**config.mk**
```make
export PLATFORM = sky130hd
export DESIGN_NAME = driver_cntrl_mc
export DESIGN_NICKNAME = d
export VERILOG_FILES = /design/src/rtl/driver_cntrl_pkg.sv /design/src/rtl/drv_addr_burst_gen.sv /design/src/rtl/driver_cntrl_mc.sv
export SDC_FILE = /design/constraint.sdc
export NUM_CORES = 1
export LEC_CHECK = 0
export CORE_AREA = 8 8 273 275
export CTS_BUF_LIST = sky130_fd_sc_hd__clkbuf_8
export CTS_CLUSTER_DIAMETER = 100
export DETAILED_ROUTE_END_ITERATION = 12
export DIE_AREA = 0 0 281 283
export GPL_TIMING_DRIVEN = 1
export SLEW_MARGIN = 10
export SYNTH_ARGS = -nofsm -noshare
export SYNTH_HDL_FRONTEND = slang
export SYNTH_HIERARCHICAL = 1
export SYNTH_SLANG_ARGS = --single-unit
```
**constraint.sdc**
```tcl
create_clock -name clk -period 9.2 [get_ports clk]
set_input_delay 1.38 -clock clk [delete_from_list [all_inputs] [get_ports clk]]
set_output_delay 1.38 -clock clk [all_outputs]
set_load 0.1 [all_outputs]
```
**src/rtl/driver_cntrl_pkg.sv**
```systemverilog
// Shared register map, CTRL/STATUS bit positions and program-state encoding
// for driver_cntrl_mc and drv_addr_burst_gen.
package driver_cntrl_pkg;

  localparam logic [31:0] REG_ADDR_FIFO  = 32'h0000_0000;
  localparam logic [31:0] REG_CTRL       = 32'h0000_0004;
  localparam logic [31:0] REG_STRIDE     = 32'h0000_0008;
  localparam logic [31:0] REG_STATUS     = 32'h0000_0100;
  localparam logic [31:0] REG_ADDR_CYC   = 32'h0000_0104;
  localparam logic [31:0] REG_ADDR_WORDS = 32'h0000_0108;
  localparam logic [31:0] REG_VCTR_CYC   = 32'h0000_010C;
  localparam logic [31:0] REG_VCTR_WORDS = 32'h0000_0110;
  localparam logic [31:0] REG_IRQ_STAT   = 32'h0000_0114;
  localparam logic [31:0] REG_IRQ_MASK   = 32'h0000_0118;

  localparam logic [19:0] ADDR_MON_PAGE = 20'h00011;
  localparam logic [19:0] VCTR_MON_PAGE = 20'h00012;

  localparam int CTRL_RUN         = 0;
  localparam int CTRL_END         = 1;
  localparam int CTRL_ABORT       = 2;
  localparam int CTRL_FRZ_ADDR    = 3;
  localparam int CTRL_FRZ_VCTR    = 4;
  localparam int CTRL_FREEZE_PROG = 6;
  localparam int CTRL_SEND_CONSEC = 7;
  localparam int CTRL_CONSEC_LSB  = 8;

  localparam int ST_BUSY     = 3;
  localparam int ST_OVERFLOW = 4;
  localparam int ST_DONE     = 5;
  localparam int ST_ABORTED  = 6;

  localparam int IRQ_DONE     = 0;
  localparam int IRQ_ABORTED  = 1;
  localparam int IRQ_OVERFLOW = 2;

  typedef enum logic [2:0] {
    S_IDLE    = 3'd0,
    S_RUN     = 3'd1,
    S_FROZEN  = 3'd2,
    S_DONE    = 3'd3,
    S_ABORTED = 3'd4
  } prog_state_t;

endpackage

```
**src/rtl/drv_addr_burst_gen.sv**
```systemverilog
// Consecutive-address burst generator: loads base/stride/count, pushes one
// word per cycle while the FIFO has room, cancellable.
module drv_addr_burst_gen
  import driver_cntrl_pkg::*;
#(
  parameter int CONSEC_W = 8
) (
  input  logic                clk,
  input  logic                reset,
  input  logic                load,
  input  logic                cancel,
  input  logic                fifo_full,
  input  logic [31:0]         base,
  input  logic [31:0]         stride,
  input  logic [CONSEC_W-1:0] count,
  output logic [31:0]         word,
  output logic [31:0]         last_word,
  output logic                push,
  output logic                busy
);

  logic [CONSEC_W-1:0] rem;

  assign push = (rem != '0) && !fifo_full;
  // busy means words will still be owed after this edge
  assign busy = (rem != '0) && !((rem == CONSEC_W'(1)) && push);

  always_ff @(posedge clk) begin
    if (!reset) begin
      rem       <= '0;
      word      <= '0;
      last_word <= '0;
    end else begin
      if (push) begin
        last_word <= word;
        word      <= word + stride;
      end
      if (cancel) begin
        rem <= '0;
      end else if (load) begin
        rem  <= (count == '0) ? CONSEC_W'(1) : count;
        word <= base;
      end else if (push) begin
        rem <= rem - CONSEC_W'(1);
      end
    end
  end

endmodule

```
**src/rtl/driver_cntrl_mc.sv**
```systemverilog
// Driver controller register file, program FSM and burst front-end.
// Optional DRV_CNTRL_IRQ_EN adds IRQ_STAT/IRQ_MASK and the irq port.
module driver_cntrl_mc
  import driver_cntrl_pkg::*;
#(
  parameter int ADDR_MON_BINS = 16,
  parameter int VCTR_MON_BINS = 16,
  parameter int MON_CNT_W     = 16,
  parameter int FIFO_CNT_W    = 16,
  parameter int CONSEC_W      = 8
) (
  input  logic                               clk,
  input  logic                               reset,
  input  logic [31:0]                        slave_addr,
  input  logic                               slave_rd,
  input  logic                               slave_wr,
  input  logic [31:0]                        slave_data_in,
  output logic [31:0]                        slave_data_out,
  input  logic [ADDR_MON_BINS*MON_CNT_W-1:0] addr_mon_cnts_flat,
  input  logic [VCTR_MON_BINS*MON_CNT_W-1:0] vctr_mon_cnts_flat,
  input  logic [FIFO_CNT_W-1:0]              addr_cycle_cnt,
  input  logic [FIFO_CNT_W-1:0]              vctr_cycle_cnt,
  input  logic [FIFO_CNT_W-1:0]              words_in_addr_fifo,
  input  logic [FIFO_CNT_W-1:0]              words_in_vctr_fifo,
  input  logic                               addr_fifo_full,
  output logic [31:0]                        addr_fifo_din,
  output logic                               addr_fifo_wr,
  output logic                               run_program,
  output logic                               end_program,
  output logic                               abort_program,
  output logic                               active_program,
  output logic                               freeze_addr_fifo,
`ifdef DRV_CNTRL_IRQ_EN
  output logic                               irq,
`endif
  output logic                               freeze_vctr_fifo
);

  localparam logic [31:0] CTRL_KEEP =
    ((32'(1) << (CONSEC_W + 8)) - 32'd256) | 32'h0000_00D8;

  prog_state_t state_q, state_d;
  logic [31:0] ctrl_q, ctrl_d, stride_q, rd_val;
  logic [31:0] addr_bin, vctr_bin, last_word;
  logic [2:0]  cmd;
  logic [9:0]  bin_idx;
  logic        wr_fifo, wr_ctrl, wr_stride, wr_status;
  logic        go_run, go_end, go_abort, busy, load, drop;
  logic        overflow_q, done_q, aborted_q;
  logic        addr_bin_hit, vctr_bin_hit;
  logic [CONSEC_W-1:0] burst_len;

  assign wr_fifo   = slave_wr && (slave_addr == REG_ADDR_FIFO);
  assign wr_ctrl   = slave_wr && (slave_addr == REG_CTRL);
  assign wr_stride = slave_wr && (slave_addr == REG_STRIDE);
  assign wr_status = slave_wr && (slave_addr == REG_STATUS);

  assign cmd    = wr_ctrl ? slave_data_in[2:0] : 3'b000;
  assign ctrl_d = wr_ctrl ? (slave_data_in & CTRL_KEEP) : ctrl_q;
  assign load   = wr_fifo && !busy;
  assign drop   = wr_fifo && busy;

  assign burst_len = ctrl_q[CTRL_SEND_CONSEC] ?
                     ctrl_q[CTRL_CONSEC_LSB +: CONSEC_W] : CONSEC_W'(1);

  drv_addr_burst_gen #(.CONSEC_W(CONSEC_W)) u_burst (
    .clk       (clk),
    .reset     (reset),
    .load      (load),
    .cancel    (go_abort),
    .fifo_full (addr_fifo_full),
    .base      (slave_data_in),
    .stride    (stride_q),
    .count     (burst_len),
    .word      (addr_fifo_din),
    .last_word (last_word),
    .push      (addr_fifo_wr),
    .busy      (busy)
  );

  // abort > end > run; freeze follows the CTRL bit while a program is live
  always_comb begin
    state_d  = state_q;
    go_run   = 1'b0;
    go_end   = 1'b0;
    go_abort = 1'b0;
    unique case (state_q)
      S_RUN, S_FROZEN: begin
        if (cmd[CTRL_ABORT]) begin
          state_d  = S_ABORTED;
          go_abort = 1'b1;
        end else if (cmd[CTRL_END]) begin
          state_d = S_DONE;
          go_end  = 1'b1;
        end else begin
          state_d = ctrl_d[CTRL_FREEZE_PROG] ? S_FROZEN : S_RUN;
        end
      end
      default: begin
        if (cmd[CTRL_RUN]) begin
          state_d = S_RUN;
          go_run  = 1'b1;
        end
      end
    endcase
  end

  assign bin_idx      = slave_addr[11:2];
  assign addr_bin_hit = (slave_addr[31:12] == ADDR_MON_PAGE) &&
                        (slave_addr[1:0] == 2'b00);
  assign vctr_bin_hit = (slave_addr[31:12] == VCTR_MON_PAGE) &&
                        (slave_addr[1:0] == 2'b00);

  always_comb begin
    addr_bin = '0;
    for (int i = 0; i < ADDR_MON_BINS; i++)
      if (bin_idx == 10'(i))
        addr_bin = 32'(addr_mon_cnts_flat[i*MON_CNT_W +: MON_CNT_W]);
  end

  always_comb begin
    vctr_bin = '0;
    for (int i = 0; i < VCTR_MON_BINS; i++)
      if (bin_idx == 10'(i))
        vctr_bin = 32'(vctr_mon_cnts_flat[i*MON_CNT_W +: MON_CNT_W]);
  end

`ifdef DRV_CNTRL_IRQ_EN
  logic [2:0] irq_stat_q, irq_mask_q;
  logic       wr_istat, wr_imask;

  assign wr_istat = slave_wr && (slave_addr == REG_IRQ_STAT);
  assign wr_imask = slave_wr && (slave_addr == REG_IRQ_MASK);

  always_ff @(posedge clk) begin
    if (!reset) begin
      irq_stat_q <= '0;
      irq_mask_q <= '0;
      irq        <= 1'b0;
    end else begin
      irq_stat_q <= (irq_stat_q & ~(wr_istat ? slave_data_in[2:0] : 3'b000))
                  | {drop, go_abort, go_end};
      if (wr_imask) irq_mask_q <= slave_data_in[2:0];
      irq <= |(irq_stat_q & irq_mask_q);
    end
  end
`endif

  always_comb begin
    rd_val = '0;
    unique case (1'b1)
      addr_bin_hit: rd_val = addr_bin;
      vctr_bin_hit: rd_val = vctr_bin;
      default: begin
        case (slave_addr)
          REG_ADDR_FIFO:  rd_val = last_word;
          REG_CTRL:       rd_val = ctrl_q;
          REG_STRIDE:     rd_val = stride_q;
          REG_STATUS:     rd_val = {25'd0, aborted_q, done_q, overflow_q,
                                    busy, state_q};
          REG_ADDR_CYC:   rd_val = 32'(addr_cycle_cnt);
          REG_ADDR_WORDS: rd_val = 32'(words_in_addr_fifo);
          REG_VCTR_CYC:   rd_val = 32'(vctr_cycle_cnt);
          REG_VCTR_WORDS: rd_val = 32'(words_in_vctr_fifo);
`ifdef DRV_CNTRL_IRQ_EN
          REG_IRQ_STAT:   rd_val = {29'd0, irq_stat_q};
          REG_IRQ_MASK:   rd_val = {29'd0, irq_mask_q};
`endif
          default:        rd_val = '0;
        endcase
      end
    endcase
  end

  always_ff @(posedge clk) begin
    if (!reset) begin
      state_q          <= S_IDLE;
      ctrl_q           <= '0;
      stride_q         <= 32'd4;
      overflow_q       <= 1'b0;
      done_q           <= 1'b0;
      aborted_q        <= 1'b0;
      run_program      <= 1'b0;
      end_program      <= 1'b0;
      abort_program    <= 1'b0;
      active_program   <= 1'b0;
      freeze_addr_fifo <= 1'b0;
      freeze_vctr_fifo <= 1'b0;
      slave_data_out   <= '0;
    end else begin
      state_q          <= state_d;
      ctrl_q           <= ctrl_d;
      if (wr_stride) stride_q <= slave_data_in;
      overflow_q <= (overflow_q & !(wr_status && slave_data_in[ST_OVERFLOW]))
                  | drop;
      done_q     <= (done_q & !(wr_status && slave_data_in[ST_DONE]))
                  | go_end;
      aborted_q  <= (aborted_q & !(wr_status && slave_data_in[ST_ABORTED]))
                  | go_abort;
      run_program      <= go_run;
      end_program      <= go_end;
      abort_program    <= go_abort;
      active_program   <= (state_d == S_RUN) || (state_d == S_FROZEN);
      freeze_addr_fifo <= ctrl_d[CTRL_FRZ_ADDR] || (state_d == S_FROZEN);
      freeze_vctr_fifo <= ctrl_d[CTRL_FRZ_VCTR] || (state_d == S_FROZEN);
      if (slave_rd) slave_data_out <= rd_val;
    end
  end

endmodule

```
==> out/qor.yml, run 1 <==
root_buffer: "clkbuf_8"
cts-resized-gates: 0
syn-instance-count: 1806
met2_length_um: 56900
dieArea_um2: 79500
final.period_utilization_pct: 62.1
path_class: "in -> reg"
fin_skew_ns: 0.0198
worstHoldPathCells: 2
max_freq_mhz: 175
netlist_area_um2: 13400
drt_iter0_drc: 1737
outcome: "complete, no violations"
cp_data_required_time_ns: 9.57
cts_buffers: 17
area_delta_synth_final_pct: 65.6
drive_above_1_share_pct: 8.44
arrival_ns: 6.08
first_pass_iters: 7
slew_headroom_pct: 15.2
wl_per_cell_um: 33.7
synth.distinct_cells: 85
viasPerCell: 5.30
clock-sinks: 160
cp-start-kind: "input pin"
hold_path.class: "reg -> reg"
h-tree-depth: 4
worst_setup_path_end_kind: "flop"
num-fill-cells: 7634
start_util_pct: 19.0
syn_nets: 2486
ys_seq_area_share_pct: 23.9
async_flop_share_pct: 0
ys_ff_latch: 160
final_hold_viol_count: 0
synth.area.top_cells: "dfxtp_1, nand2_1, a21oi_1"
p_int_uw: 1460
gp_congestion: 1.01
switching_share_pct: 39.9
pin_count: 716
synth-main-ff-cell: "dfxtp_1"
post_cts_buffers: 0
cts_tree: "done"
drc: 0
die_x_um: 281
wl_met3_um: 11500
clk_latency_ns: 0.47
die_h_um: 283
grt_usage_pct: 27.6
cp_max_fo: 34
p_seq_share_pct: 31.6
synth_edf_count: 0
maxUsedRoutingLayer: "met5"
antenna_found_initial: 82
wl_met1_um: 41500
hold_end: "done_q"
grt_pass1_wl_um: 155000
dp_hpwl_um: 95600
holdCritStartpoint: "done_q"
r2r_cells: 12
ir_drop_uv: 140
overflow: 0
maxCapViolCount: 0
core_um2: 70500
final_common_cell: "clkdlybuf4s50_1"
vias: 18270
ys.warnings.count: 6
p_sw_uw: 970
cts.clk_slew.worst_paths_ns: 0.10
numPortBuffers: 715
grt_max_degree: 102
setup_viol: 0
final_antenna_net_count: 0
final.setup.tns_ns: 0
worst_slew_pin_slew_ns: 1.27
powerDensity_nw_per_um2: 110
p_leak_uw: 0.00746
final_max_slew_viol_count: 0
synth_top_cell_by_area: "dfxtp_1"
cts_hold_buffers: 0
rsz0062_at_grt: "false"
r2r_start: "u_burst/rem[2]"
reg2reg_to: "u_burst/rem[6]"
finalCriticalPeriod_ns: 5.71
clkPwrFrac_pct: 24.4
mostFrequentLayoutCells: "clkdlybuf4s50_1, nand2_1, a21oi_1, dfxtp_1, nor2_1"
final_nets: 3122
rrSetupSlack_ns: 5.26
grt_pass1_vias: 17937
placementRows: 98
power.share.combinational_pct: 44.0
post-route-util_pct: 31.4
clockBufferDepth: 2
synth_top_cell_area_share_pct: 23.9
routed_wirelength_um: 116000
syn_avg_cell_area_um2: 7.41
flip-flops by register name, indices dropped and copies added, names as in the netlist:
signal and count:
freeze_addr_fifo 1, run_program 1, u_burst/rem 8, ctrl_q 12, overflow_q 1, u_burst/word 32
freeze_vctr_fifo 1, slave_data_out 32, aborted_q 1, stride_q 32, abort_program 1, done_q 1
active_program 1, state_q 3, u_burst/last_word 32, end_program 1
final cells by class:
class                   instances  area, µm²  share of cell area, %
repair buffers                768       7560                   34.1
multi-input cells            1475       9610                   43.3
flip-flops and latches        160       3200                   14.4
inverters                      20       75.1                  0.339
clock buffers                  18        248                   1.12
well taps                     950       1190                   5.36
diodes                         46        115                  0.519
clock inverters                13        175                  0.790
critical path: stages:
cell,delay (ns)
clkdlybuf4s50_1,0.40
nor4_1,0.47
nand4_1,0.78
nor4_4,0.46
buf_4,0.48
nand2_1,0.10
nor2_1,0.79
nor2b_1,0.27
buf_4,0.24
nor2_1,0.12
and3_1,0.25
a221o_1,0.30
metal layers:
layer,vias to the layer above,global-route usage (%)
met1,8905,29.7
li1,8175,-
met2,923,47.1
met4,58,14.1
met5,-,0
met3,209,10.0
synth_stat cells (all sizes together), types with 9 or more instances:
cell	count
a211oi	19
a21o	18
a21oi	196
a221o	10
a221oi	48
a222oi	10
a22oi	56
a311oi	14
a31oi	23
and2	9
and3	9
buf	41
clkbuf	110
dfxtp	160
ha	34
inv	19
mux2	29
mux2i	41
mux4	31
nand2	292
nand2b	14
nand3	34
nand4	13
nor2	140
nor2b	12
nor3	59
nor4	26
o211ai	22
o21ai	121
o221ai	13
o22ai	26
or2	10
xnor2	23
xor2	9
worst max-delay path by stage:
stage	start	slack (ns)	depth (start not counted)	to
2_1_floorplan	slave_addr[5]	4.59	12	u_burst/word[28]
3_3_place_gp	slave_addr[21]	3.09	12	u_burst/word[28]
3_5_place_dp	slave_addr[21]	3.09	12	u_burst/word[28]
4_1_cts	slave_addr[21]	3.57	12	u_burst/word[28]
5_1_grt	slave_addr[21]	3.19	12	u_burst/word[28]
6_report	slave_addr[21]	3.49	12	u_burst/word[28]
cells by family (layout without fill, tap and decap cells):
| kind of cell | Yosys count | after routing | synth area share, % |
|---|---|---|---|
| AOI/OAI and AO/OA | 658 | 658 | 32.7 |
| and+or+nand+nor | 649 | 649 | 22.2 |
| buffers and inverters | 171 | 819 | 5.10 |
| DFF | 160 | 160 | 23.9 |
| muxes | 101 | 101 | 10.7 |
| adders and majority gates | 35 | 35 | 3.33 |
| xor gates and xnor gates | 32 | 32 | 2.09 |
| other | 0 | 46 | 0 |
power by group through the flow:
stage / Sequential, µW / Combinational (µW) / Clock (µW)
floorplan: 890 / 435 / 0
global placement: 782 / 1060 / 0
detailed placement: 783 / 1060 / 0
CTS: 767 / 1070 / 603
global route: 774 / 1130 / 634
finish: 768 / 1070 / 593
through the flow:
stage	worst slack, ns	hold WS [ns]	instance area (µm²)	power [µW]	cells
4_1_cts	3.57	0.458	22100	2440	3404
3_3_place_gp	3.09	0.443	21600	1840	3373
6_report	3.49	0.460	22200	2430	3450
2_1_floorplan	4.59	0.436	13400	1330	1806
3_5_place_dp	3.09	0.446	21600	1850	3373
5_1_grt	3.19	0.474	22100	2540	3431
Note: power is estimated with default switching activity, not from simulation.
==> run 2: changes to the inputs <==
clock period = 4.8 ns   (was 9.2 ns; I/O delays follow)
==> run 2 against run 1 <==
Net effect:
- die area unchanged
- critical path type unchanged
- clock-buffer cell count unchanged
- highest routed layer unchanged
- non-clock buffer count is 30 higher
- critical endpoint is now slave_data_out[14]
- via count grew 0.76%
- global-route usage grew 0.19 points
- wire length up 0.49%
==> out/qor.yml, run 2 (synthesis results as in run 1) <==
hold_path.class: "reg -> reg"
fin_area_um2: 22300  # +0.62%
num-fill-cells: 7605  # -0.38%
post_cts_buffers: 0  # unchanged
cts_tree: "done"
final_hold_viol_count: 0  # unchanged
overflow: 0  # unchanged
grt_pass1_wl_um: 155000  # +0.41%
worst_slew_pin_slew_ns: 1.16  # -0.108 ns
cts.clk_slew.worst_paths_ns: 0.09  # about the same
final.setup.tns_ns: 0  # unchanged
numPortBuffers: 715  # unchanged
vias: 18408  # +0.76%
multi_input_area_um2: 9590  # -0.21%
placed_area_um2: 21800  # +0.88%
mostFrequentLayoutCells: "clkdlybuf4s50_1, nand2_1, a21oi_1, dfxtp_1, nor2_1"
cts_hold_buffers: 0  # unchanged
cp_data_required_time_ns: 5.20  # -4.37 ns
drc: 0  # unchanged
crit_family: "simple AND/OR/NAND/NOR gates"
finalHoldWorstSlack_ns: 0.461  # +0.000584 ns
grt_usage_pct: 27.8  # +0.19 points
clock-sinks: 160  # unchanged
path_class: "in -> reg"
placementRows: 98  # unchanged
pin_count: 716  # unchanged
arrival_ns: 4.35  # -1.73 ns
first_pass_iters: 6  # -1
powerDensity_nw_per_um2: 206  # +88%
worst_path_most_repeated_cell: "buf_4"
routed_wirelength_um: 117000  # +0.49%
rsz0062_at_grt: "false"
die_h_um: 283  # unchanged
worst_setup_path_end_kind: "flop"
cp_slowest_cell: "or4b_2"
gp_congestion: 0.968  # -4.3%
antenna_found_initial: 76  # -7.3%
grt_max_degree: 55  # -46%
final_nets: 3152  # +0.96%
h-tree-depth: 4  # unchanged
dp_slack_ns: 0.445  # -2.65 ns
clockBufferDepth: 2  # unchanged
grt_pass1_vias: 18213  # +1.5%
core_um2: 70500  # unchanged
die_x_um: 281  # unchanged
final_common_cell: "clkdlybuf4s50_1"
dp_hpwl_um: 98100  # +2.5%
final_max_slew_viol_count: 0  # unchanged
fin_skew_ns: 0.0232  # +0.00337 ns
root_buffer: "clkbuf_8"
outcome: "complete, no violations"
wl_per_cell_um: 33.6  # -0.17%
setup_slack_ns: 0.857  # -2.63 ns
cp_max_fo: 14  # -59%
viasPerCell: 5.30  # about the same
cp-start-kind: "input pin"
setup_viol: 0  # unchanged
maxCapViolCount: 0  # unchanged
start_util_pct: 19.0  # unchanged
slowest_delay_ns: 0.79  # about the same
register_area_um2: 3200  # unchanged
crit_chain: "clkdlybuf4s50_1 > buf_4 > or4b_2 > nor2_4 > buf_4 > o21ai_0 > a22oi_1 > o211ai_1 > and4_1 > a31oi_1"
crit_buf_inv: 3  # unchanged
clk_latency_ns: 0.49  # +0.02 ns
max_freq_mhz: 254
final.period_utilization_pct: 82.1
finalCriticalPeriod_ns: 3.94
ir_drop_uv: 243  # +73%
p_leak_uw: 0.00758  # +1.6%
dieArea_um2: 79500  # unchanged
drt_iter0_drc: 1903  # +9.6%
slew_headroom_pct: 22.4  # +7.1 points
cts-resized-gates: 0  # unchanged
cts_buffers: 17  # unchanged
drive_above_1_share_pct: 9.50  # +1.1 points
final_antenna_net_count: 0  # unchanged
area_delta_synth_final_pct: 66.7
[run 2: area by class of cell]
class | count | area share (%)
antenna | 38 | 0.426
clock buffer | 18 | 1.11
clock inverter | 14 | 0.639
inverter | 20 | 0.337
multi-input combinational | 1475 | 43.0
sequential | 160 | 14.4
tap | 950 | 5.33
timing repair buffer | 798 | 34.8
[run 2: worst register-to-register path, cell delays in order, from the launching register on]
cell and delay [ns]:
dfxtp_1 0.38, ha_1 0.23, fa_1 0.45, a211oi_2 0.29
o21a_2 0.21, a211oi_1 0.09, or3_4 0.41, a211o_2 0.37
a31oi_1 0.32, o21ai_1 0.14, mux2i_1 0.18, a31oi_1 0.09
[run 2: stage by stage]
stage	utilization, %	power [µW]	cells
6_report	31.6	4600	3473
5_1_grt	31.6	4790	3457
4_1_cts	31.5	4590	3435
3_5_place_dp	30.9	3550	3403
3_3_place_gp	30.9	3550	3403
2_1_floorplan	-	2540	1806
[run 2: path summary, 6_finish.rpt]
check                                           from                    to  slack [ns]  cells past startpoint
worst max-delay path                   slave_addr[5]    slave_data_out[14]        0.86                     10
worst min-delay path            u_burst/last_word[6]  u_burst/last_word[6]        0.46                      2
worst max register to register       u_burst/word[0]      u_burst/word[30]        1.50                     11
worst min register to register  u_burst/last_word[6]  u_burst/last_word[6]        0.46                      2
[run 2: where the power goes]
group | total, µW | internal, µW | leakage, µW | switching [µW]
combinational | 2080 | 871 | 0.00609 | 1200
sequential | 1470 | 1400 | 0.00130 | 71.0
clock | 1050 | 441 | 0.000194 | 611
total | 4600 | 2710 | 0.00758 | 1890
[run 2: per-layer routing]
layer | global-route usage, % | vias to the layer above | share of wire [%]
met5 | 0 | - | 0.23
met4 | 12.7 | 44 | 4.4
met3 | 9.42 | 206 | 9.7
met2 | 48.3 | 1002 | 50
met1 | 30.1 | 8934 | 36
li1 | - | 8222 | -
